## config.mk

```make
export PLATFORM = sky130hd
export DESIGN_NAME = load_extend_unit_flat
export DESIGN_NICKNAME = d
export VERILOG_FILES = /design/src/rtl/load_extend_unit_if.sv /design/src/rtl/load_extend_unit.sv /design/src/flat_wrapper.sv
export SDC_FILE = /design/constraint.sdc
export NUM_CORES = 1
export LEC_CHECK = 0
export BUFFER_PORTS_ARGS = -buffer_cell sky130_fd_sc_hd__buf_2
export CAP_MARGIN = 20
export CELL_PAD_IN_SITES_DETAIL_PLACEMENT = 1
export CELL_PAD_IN_SITES_GLOBAL_PLACEMENT = 1
export CORE_MARGIN = 8
export CORE_UTILIZATION = 34
export DETAILED_ROUTE_END_ITERATION = 10
export HOLD_SLACK_MARGIN = 0.05
export PLACE_DENSITY_LB_ADDON = 0.1
export SYNTH_ARGS = -nofsm -noshare
export SYNTH_HDL_FRONTEND = slang
export SYNTH_SLANG_ARGS = --single-unit
```

## constraint.sdc

```tcl
create_clock -name clk -period 2.3 [get_ports clk]
set_input_delay 0.575 -clock clk [delete_from_list [all_inputs] [get_ports clk]]
set_output_delay 0.575 -clock clk [all_outputs]
set_load 0.05 [all_outputs]
```

## src/rtl/load_extend_unit_if.sv

```systemverilog
// Load request, data-memory read and result channels of the load extend unit.
// The unit is the slave; the requester/memory/consumer side is the master.
interface load_extend_unit_if;
    logic        ld_valid;
    logic        ld_ready;
    logic [5:0]  opcode;
    logic [1:0]  xo;
    logic [63:0] address;
    logic        mem_req;
    logic [60:0] mem_addr;
    logic        mem_ack;
    logic [63:0] mem_rdata;
    logic        res_valid;
    logic        res_ready;
    logic [63:0] res_data;
    logic [1:0]  res_err_code;

    modport master (
        output ld_valid, opcode, xo, address, mem_ack, mem_rdata, res_ready,
        input  ld_ready, mem_req, mem_addr, res_valid, res_data, res_err_code
    );

    modport slave (
        input  ld_valid, opcode, xo, address, mem_ack, mem_rdata, res_ready,
        output ld_ready, mem_req, mem_addr, res_valid, res_data, res_err_code
    );
endinterface

```

## src/rtl/load_extend_unit.sv

```systemverilog
// Single-outstanding uPower load unit: decodes the load, fetches the doubleword,
// extracts the little-endian lane and zero/sign-extends it, with an ack timeout.
module load_extend_unit #(
    parameter int unsigned TIMEOUT = 16
) (
    input logic               clk,
    input logic               rst_n,
    load_extend_unit_if.slave bus
);

    typedef enum logic [1:0] {IDLE, REQ, RESP} state_t;
    typedef enum logic [1:0] {SZ_B, SZ_H, SZ_W, SZ_D} size_t;

    typedef struct packed {
        logic  legal;
        size_t size;
        logic  sgn;
    } dec_t;

    localparam logic [1:0] ERR_OK       = 2'b00;
    localparam logic [1:0] ERR_MISALIGN = 2'b01;
    localparam logic [1:0] ERR_TIMEOUT  = 2'b10;
    localparam logic [1:0] ERR_ILLEGAL  = 2'b11;
    localparam logic [7:0] CNT_LAST     = 8'(TIMEOUT - 1);

    function automatic dec_t decode(input logic [5:0] op, input logic [1:0] x);
        dec_t d;
        d.legal = 1'b1;
        d.size  = SZ_B;
        d.sgn   = 1'b0;
        case (op)
            6'd34: d.size = SZ_B;
            6'd40: d.size = SZ_H;
            6'd42: begin d.size = SZ_H; d.sgn = 1'b1; end
            6'd32: d.size = SZ_W;
            6'd58: begin
                if (x == 2'd0) begin
                    d.size = SZ_D;
                end else if (x == 2'd2) begin
                    d.size = SZ_W;
                    d.sgn  = 1'b1;
                end else begin
                    d.legal = 1'b0;
                end
            end
            default: d.legal = 1'b0;
        endcase
        return d;
    endfunction

    function automatic logic is_aligned(input size_t sz, input logic [2:0] off);
        logic ok;
        case (sz)
            SZ_H:    ok = (off[0] == 1'b0);
            SZ_W:    ok = (off[1:0] == 2'b00);
            SZ_D:    ok = (off == 3'b000);
            default: ok = 1'b1;
        endcase
        return ok;
    endfunction

    // Shift the addressed lane down to bit 0, then extend above the field width.
    function automatic logic [63:0] extract(input logic [63:0] rdata, input logic [2:0] off,
                                            input size_t sz, input logic sgn);
        logic [63:0] sh;
        logic [63:0] r;
        sh = rdata >> {off, 3'b000};
        case (sz)
            SZ_B:    r = {{56{sgn & sh[7]}},  sh[7:0]};
            SZ_H:    r = {{48{sgn & sh[15]}}, sh[15:0]};
            SZ_W:    r = {{32{sgn & sh[31]}}, sh[31:0]};
            default: r = sh;
        endcase
        return r;
    endfunction

    state_t      state_q, state_d;
    size_t       size_q, size_d;
    logic        sgn_q, sgn_d;
    logic [2:0]  off_q, off_d;
    logic [7:0]  cnt_q, cnt_d;
    logic        ld_ready_q, ld_ready_d;
    logic        mem_req_q, mem_req_d;
    logic [60:0] mem_addr_q, mem_addr_d;
    logic        res_valid_q, res_valid_d;
    logic [63:0] res_data_q, res_data_d;
    logic [1:0]  res_err_q, res_err_d;
    dec_t        dec;

    always_ff @(posedge clk or negedge rst_n) begin
        if (!rst_n) begin
            state_q     <= IDLE;
            size_q      <= SZ_B;
            sgn_q       <= 1'b0;
            off_q       <= 3'd0;
            cnt_q       <= 8'd0;
            ld_ready_q  <= 1'b0;
            mem_req_q   <= 1'b0;
            mem_addr_q  <= 61'd0;
            res_valid_q <= 1'b0;
            res_data_q  <= 64'd0;
            res_err_q   <= ERR_OK;
        end else begin
            state_q     <= state_d;
            size_q      <= size_d;
            sgn_q       <= sgn_d;
            off_q       <= off_d;
            cnt_q       <= cnt_d;
            ld_ready_q  <= ld_ready_d;
            mem_req_q   <= mem_req_d;
            mem_addr_q  <= mem_addr_d;
            res_valid_q <= res_valid_d;
            res_data_q  <= res_data_d;
            res_err_q   <= res_err_d;
        end
    end

    always_comb begin
        state_d     = state_q;
        size_d      = size_q;
        sgn_d       = sgn_q;
        off_d       = off_q;
        cnt_d       = cnt_q;
        mem_req_d   = mem_req_q;
        mem_addr_d  = mem_addr_q;
        res_valid_d = res_valid_q;
        res_data_d  = res_data_q;
        res_err_d   = res_err_q;
        dec         = decode(bus.opcode, bus.xo);

        case (state_q)
            IDLE: begin
                if (bus.ld_valid && ld_ready_q) begin
                    size_d     = dec.size;
                    sgn_d      = dec.sgn;
                    off_d      = bus.address[2:0];
                    mem_addr_d = bus.address[63:3];
                    if (!dec.legal) begin
                        state_d     = RESP;
                        res_valid_d = 1'b1;
                        res_data_d  = 64'd0;
                        res_err_d   = ERR_ILLEGAL;
                    end else if (!is_aligned(dec.size, bus.address[2:0])) begin
                        state_d     = RESP;
                        res_valid_d = 1'b1;
                        res_data_d  = 64'd0;
                        res_err_d   = ERR_MISALIGN;
                    end else begin
                        state_d   = REQ;
                        mem_req_d = 1'b1;
                        cnt_d     = 8'd0;
                    end
                end
            end
            REQ: begin
                // An ack on the final allowed cycle still beats the timeout.
                if (bus.mem_ack) begin
                    state_d     = RESP;
                    mem_req_d   = 1'b0;
                    res_valid_d = 1'b1;
                    res_data_d  = extract(bus.mem_rdata, off_q, size_q, sgn_q);
                    res_err_d   = ERR_OK;
                end else if (cnt_q == CNT_LAST) begin
                    state_d     = RESP;
                    mem_req_d   = 1'b0;
                    res_valid_d = 1'b1;
                    res_data_d  = 64'd0;
                    res_err_d   = ERR_TIMEOUT;
                end else begin
                    cnt_d = cnt_q + 8'd1;
                end
            end
            RESP: begin
                if (bus.res_ready) begin
                    state_d     = IDLE;
                    res_valid_d = 1'b0;
                end
            end
            default: state_d = IDLE;
        endcase

        ld_ready_d = (state_d == IDLE);
    end

    assign bus.ld_ready     = ld_ready_q;
    assign bus.mem_req      = mem_req_q;
    assign bus.mem_addr     = mem_addr_q;
    assign bus.res_valid    = res_valid_q;
    assign bus.res_data     = res_data_q;
    assign bus.res_err_code = res_err_q;

endmodule
```

## src/flat_wrapper.sv

```systemverilog
// flat-port wrapper written by rule: the top's interface ports become plain ports
module load_extend_unit_flat 
#(
    parameter int unsigned TIMEOUT = 16
)
  (clk, rst_n, bus_ld_valid, bus_opcode, bus_xo, bus_address, bus_mem_ack, bus_mem_rdata, bus_res_ready, bus_ld_ready, bus_mem_req, bus_mem_addr, bus_res_valid, bus_res_data, bus_res_err_code);
  load_extend_unit_if bus_i ();
  input logic clk;
  input logic rst_n;
  input wire logic [$bits(bus_i.ld_valid)-1:0] bus_ld_valid;
  input wire logic [$bits(bus_i.opcode)-1:0] bus_opcode;
  input wire logic [$bits(bus_i.xo)-1:0] bus_xo;
  input wire logic [$bits(bus_i.address)-1:0] bus_address;
  input wire logic [$bits(bus_i.mem_ack)-1:0] bus_mem_ack;
  input wire logic [$bits(bus_i.mem_rdata)-1:0] bus_mem_rdata;
  input wire logic [$bits(bus_i.res_ready)-1:0] bus_res_ready;
  output wire logic [$bits(bus_i.ld_ready)-1:0] bus_ld_ready;
  output wire logic [$bits(bus_i.mem_req)-1:0] bus_mem_req;
  output wire logic [$bits(bus_i.mem_addr)-1:0] bus_mem_addr;
  output wire logic [$bits(bus_i.res_valid)-1:0] bus_res_valid;
  output wire logic [$bits(bus_i.res_data)-1:0] bus_res_data;
  output wire logic [$bits(bus_i.res_err_code)-1:0] bus_res_err_code;
  assign bus_i.ld_valid = bus_ld_valid;
  assign bus_i.opcode = bus_opcode;
  assign bus_i.xo = bus_xo;
  assign bus_i.address = bus_address;
  assign bus_i.mem_ack = bus_mem_ack;
  assign bus_i.mem_rdata = bus_mem_rdata;
  assign bus_i.res_ready = bus_res_ready;
  assign bus_ld_ready = bus_i.ld_ready;
  assign bus_mem_req = bus_i.mem_req;
  assign bus_mem_addr = bus_i.mem_addr;
  assign bus_res_valid = bus_i.res_valid;
  assign bus_res_data = bus_i.res_data;
  assign bus_res_err_code = bus_i.res_err_code;
  load_extend_unit #(.TIMEOUT(TIMEOUT)) u_core (.clk(clk), .rst_n(rst_n), .bus(bus_i));
endmodule
```

==> impl_metrics.py <==
metrics = {
    "status": {
        "outcome": "finished, violations left",
        "failed_checks": "negative setup slack",
    },
    "timing": {
        "unrepaired_setup_endpoints_after_global_routing": "true",
        "worstMarginPinSlew_ps": 761,
        "finalClockSkew_ps": 11.5,
        "finalSetupViolations": 32,
        "setup_slack_of_the_critical_path_after_layout_ps": -74.9,
        "timing_max_transition_violations_final": 0,
        "post-route-period-util_pct": 103,
        "final.setup.tns_ps": -1910,
        "timing_hold_violations_final": 0,
        "worst_case_headroom_to_the_max_slew_limit_pct": 49.3,
        "post-route-min-period_ps": 2370,
        "maxClockFrequency_ghz": 0.421,
    },
    "critical_path": {
        "critical_path_launch_point_type": "flop",
        "worst_r2r_start": "u_core.off_q[1]$_DFFE_PN0P_",
        "critical_path_peak_fanout": 16,
        "crit_path_end_kind": "flop",
        "crit_type": "reg2reg",
        "first_element_of_the_critical_path": "u_core.off_q[1]$_DFFE_PN0P_",
        "worstPathArrival_ps": 2740,
        "worst_r2r_endpoint": "u_core.bus.res_data[47]$_DFFE_PN0P_",
        "worst-r2r-cell-count": 7,
        "critical_path_required_ps": 2660,
        "ff2ff_setup_slack_ps": -70,
        "cp-endpoint": "u_core.bus.res_data[47]$_DFFE_PN0P_",
    },
    "power": {
        "power_switching_share_pct": 48.4,
        "power_leakage_uw": 0.00540,
        "share_comb_of_total_power_pct": 51.8,
        "net-switching-power_uw": 6400,
        "share_clk_of_total_power_pct": 21.0,
        "pwr_density_cell_nw_per_um2": 1290,
        "cell_internal_pwr_uw": 6810,
        "power.share.sequential_pct": 27.1,
        "ir_drop_uv": 939,
    },
    "yosys": {
        "postSynth.asyncResetShare_pct": 100,
        "number_of_warning_messages_in_the_yosys_log": 0,
        "post_synth_edffs": 0,
        "synth.avg_cell_area_sq_um": 9.73,
        "post_synth_most_frequent_cells": "249 x nand2_1, 146 x dfrtp_1, 47 x a22o_1",
        "netlist_area_sq_um": 7700,
        "yosys-top-cells-area": "dfrtp_1 47%, nand2_1 12%, mux4_2 9.4%, a22o_1 5.3%, mux2i_1 2.5%",
        "postSynthCellCount": 791,
        "syn-num-nets": 933,
        "netlist-cell-type-count": 52,
        "synth_top_area_share_pct": 47.5,
        "synth.ff_latch_count": 146,
        "library_cell_with_the_largest_summed_area_after_synthesis": "dfrtp_1",
        "post-synth-top-count-cell": "nand2_1",
        "ys_seq_area_share_pct": 47.5,
        "synthFlopType": "dfrtp_1",
    },
    "clock_network": {
        "cts_hold_buf": 0,
        "clk_pin_slew_worst_paths_ps": 70,
        "clock_sink_count": 146,
        "clock-root-buffer": "clkbuf_16",
        "cts_htree_levels": 4,
        "cts_tree": "built",
        "clkLatencyLatePin_ps": 440,
        "total_cts_buffers": 17,
        "cts_max_path_buffers": 2,
    },
    "floorplanning": {
        "die_y_um": 166,
        "row_count": 55,
        "floorplan.die_area_sq_um": 27700,
        "initial_core_util_pct": 34.3,
        "pin_count": 271,
        "design.core.area_sq_um": 22400,
        "die-width_um": 166,
    },
    "placed_design": {
        "finalWeightedCongestion": 0.893,
        "port_buffers": 270,
        "hpwl_um": 21400,
    },
    "global_routing": {
        "via_count_of_the_first_global_routing_pass": 7518,
        "grt_antenna_before_repair": 1,
        "grt.total_usage_pct": 20.9,
        "grt_first_pass_wirelength_um": 45300,
        "grt-ovfl-total": 0,
        "pin_count_of_the_biggest_net_entering_global_routing": 51,
    },
    "drt": {
        "vias": 7110,
        "drc": 0,
        "post_drt_wl_per_cell_um": 21.2,
        "route.detailed.vias_per_inst": 5.20,
        "detailedRoute.firstPassIterationCount": 5,
        "first_iter_violations": 461,
        "detailed_route_wire_length_um": 29000,
        "detail-route-antenna-nets": 0,
    },
    "layout": {
        "syn_to_final_growth_pct": 33.3,
        "layout.core_utilization_pct": 45.7,
        "num-nets-final": 1210,
        "post_route_cells_drive_above_1_share_pct": 37.7,
    },
    "run": {
        "max_cap_viol": 0,
    },
    "worst_hold_path": {
        "hold_class": "in2async",
    },
}
[flip-flops by register name, summed over array words and instances (netlist names), 2 cells and up]
register                 count
u_core.cnt_q                 8
u_core.size_q                2
u_core.state_q               2
u_core.off_q                 3
u_core.bus.mem_addr         61
u_core.bus.res_data         64
u_core.bus.res_err_code      2
[how the worst min path moves through the flow]
stage                                                   start                                  end  depth (start not counted)
after floorplan                                         rst_n        u_core.bus.ld_ready$_DFF_PN0_                          0
after global placement    u_core.bus.mem_addr[53]$_DFFE_PN0P_  u_core.bus.mem_addr[53]$_DFFE_PN0P_                          2
after detailed placement  u_core.bus.mem_addr[11]$_DFFE_PN0P_  u_core.bus.mem_addr[11]$_DFFE_PN0P_                          2
after CTS                                               rst_n  u_core.bus.res_data[20]$_DFFE_PN0P_                          1
after global routing                                    rst_n  u_core.bus.res_data[20]$_DFFE_PN0P_                          1
final                                                   rst_n  u_core.bus.res_data[20]$_DFFE_PN0P_                          1
[layout make-up]
type                    count  area, sq um
fillers                  2642        12200
multi-input cells         567         3730
flip-flops and latches    146         3660
repair buffers            320         1870
clock buffers              17          425
well taps                 285          357
clock inverters            15          159
inverters                  16         60.1
diodes                      1         2.50
[repair_timing]
| item | 4_1_cts | 5_1_grt |
|---|---|---|
| setup buffers | 2 | 0 |
| endpoints found under the setup margin | 35 | 40 |
| gates resized for setup | 4 | 3 |
| gates cloned | 1 | 0 |
[per-stage QoR]
step           setup slack [ps]  hold slack, ps  instance area, sq um  total power [uW]  cells
6_report                  -74.9            47.9                 10300             13200   1367
5_1_grt                    -129            59.4                 10300             14000   1367
4_1_cts                   -42.2            53.4                 10200             13400   1366
3_5_place_dp               -193             457                  9600             10500   1331
3_3_place_gp               -116             452                  9600             10400   1331
2_1_floorplan              27.3             279                  7700              8400    791
[kinds of logic (layout without fill, tap and decap cells)]
kind of cell | count (synthesis) | count (layout) | synth area share, %
AND/OR/NAND/NOR | 318 | 318 | 16.9
AO/OA/AOI/OAI | 184 | 184 | 17.5
flip-flops | 146 | 146 | 47.5
buffers and inverters | 78 | 368 | 4.45
multiplexers | 58 | 58 | 12.9
XOR/XNOR | 6 | 6 | 0.683
adder cells (fa/ha/maj) | 1 | 1 | 0.163
other | 0 | 1 | 0
[layer usage]
metal	share of wire (%)	up-vias	global-route usage, %
li1	-	3362	-
met4	1.5	0	5.44
met3	6.0	26	5.67
met2	48	194	33.2
met5	0	-	0
met1	45	3528	27.9
[worst max-delay path, stage by stage (launching register included)]
cell and delay [ps]:
dfrtp_2 500, mux2i_1 200, mux4_2 500, or4_4 450
a41oi_4 200, buf_4 150, buf_12 150, a22o_1 140
[cell usage in the layout (no fill, tap or decap), drive strengths merged, types with 2 or more instances in the layout]
cell type | synthesis | routed
and3 | 5 | 5
clkbuf | 43 | 17
o31ai | 2 | 2
nor3 | 4 | 4
nor2 | 29 | 29
clkinv | 0 | 5
nor2b | 3 | 3
nand2 | 249 | 249
mux2i | 19 | 19
xnor2 | 2 | 2
xor2 | 4 | 4
mux4 | 32 | 32
a31oi | 16 | 16
o211a | 2 | 2
nor3b | 3 | 3
inv | 16 | 25
o21ai | 38 | 38
o2bb2ai | 15 | 15
or2 | 3 | 3
dfrtp | 146 | 146
mux2 | 7 | 7
o221ai | 9 | 9
and2 | 2 | 2
o21a | 8 | 8
buf | 19 | 320
a21o | 18 | 18
nand3 | 8 | 8
a22o | 47 | 47
nand2b | 4 | 4
a21oi | 19 | 19
[power by group through the flow]
stage | clock network [uW] | logic [uW] | registers (uW)
floorplan | 0 | 2850 | 5550
global placement | 0 | 6830 | 3610
detailed placement | 0 | 6880 | 3620
CTS | 2870 | 6910 | 3590
global route | 2960 | 7370 | 3670
finish | 2780 | 6850 | 3580
No activity file was read; power rests on OpenSTA's default activity.
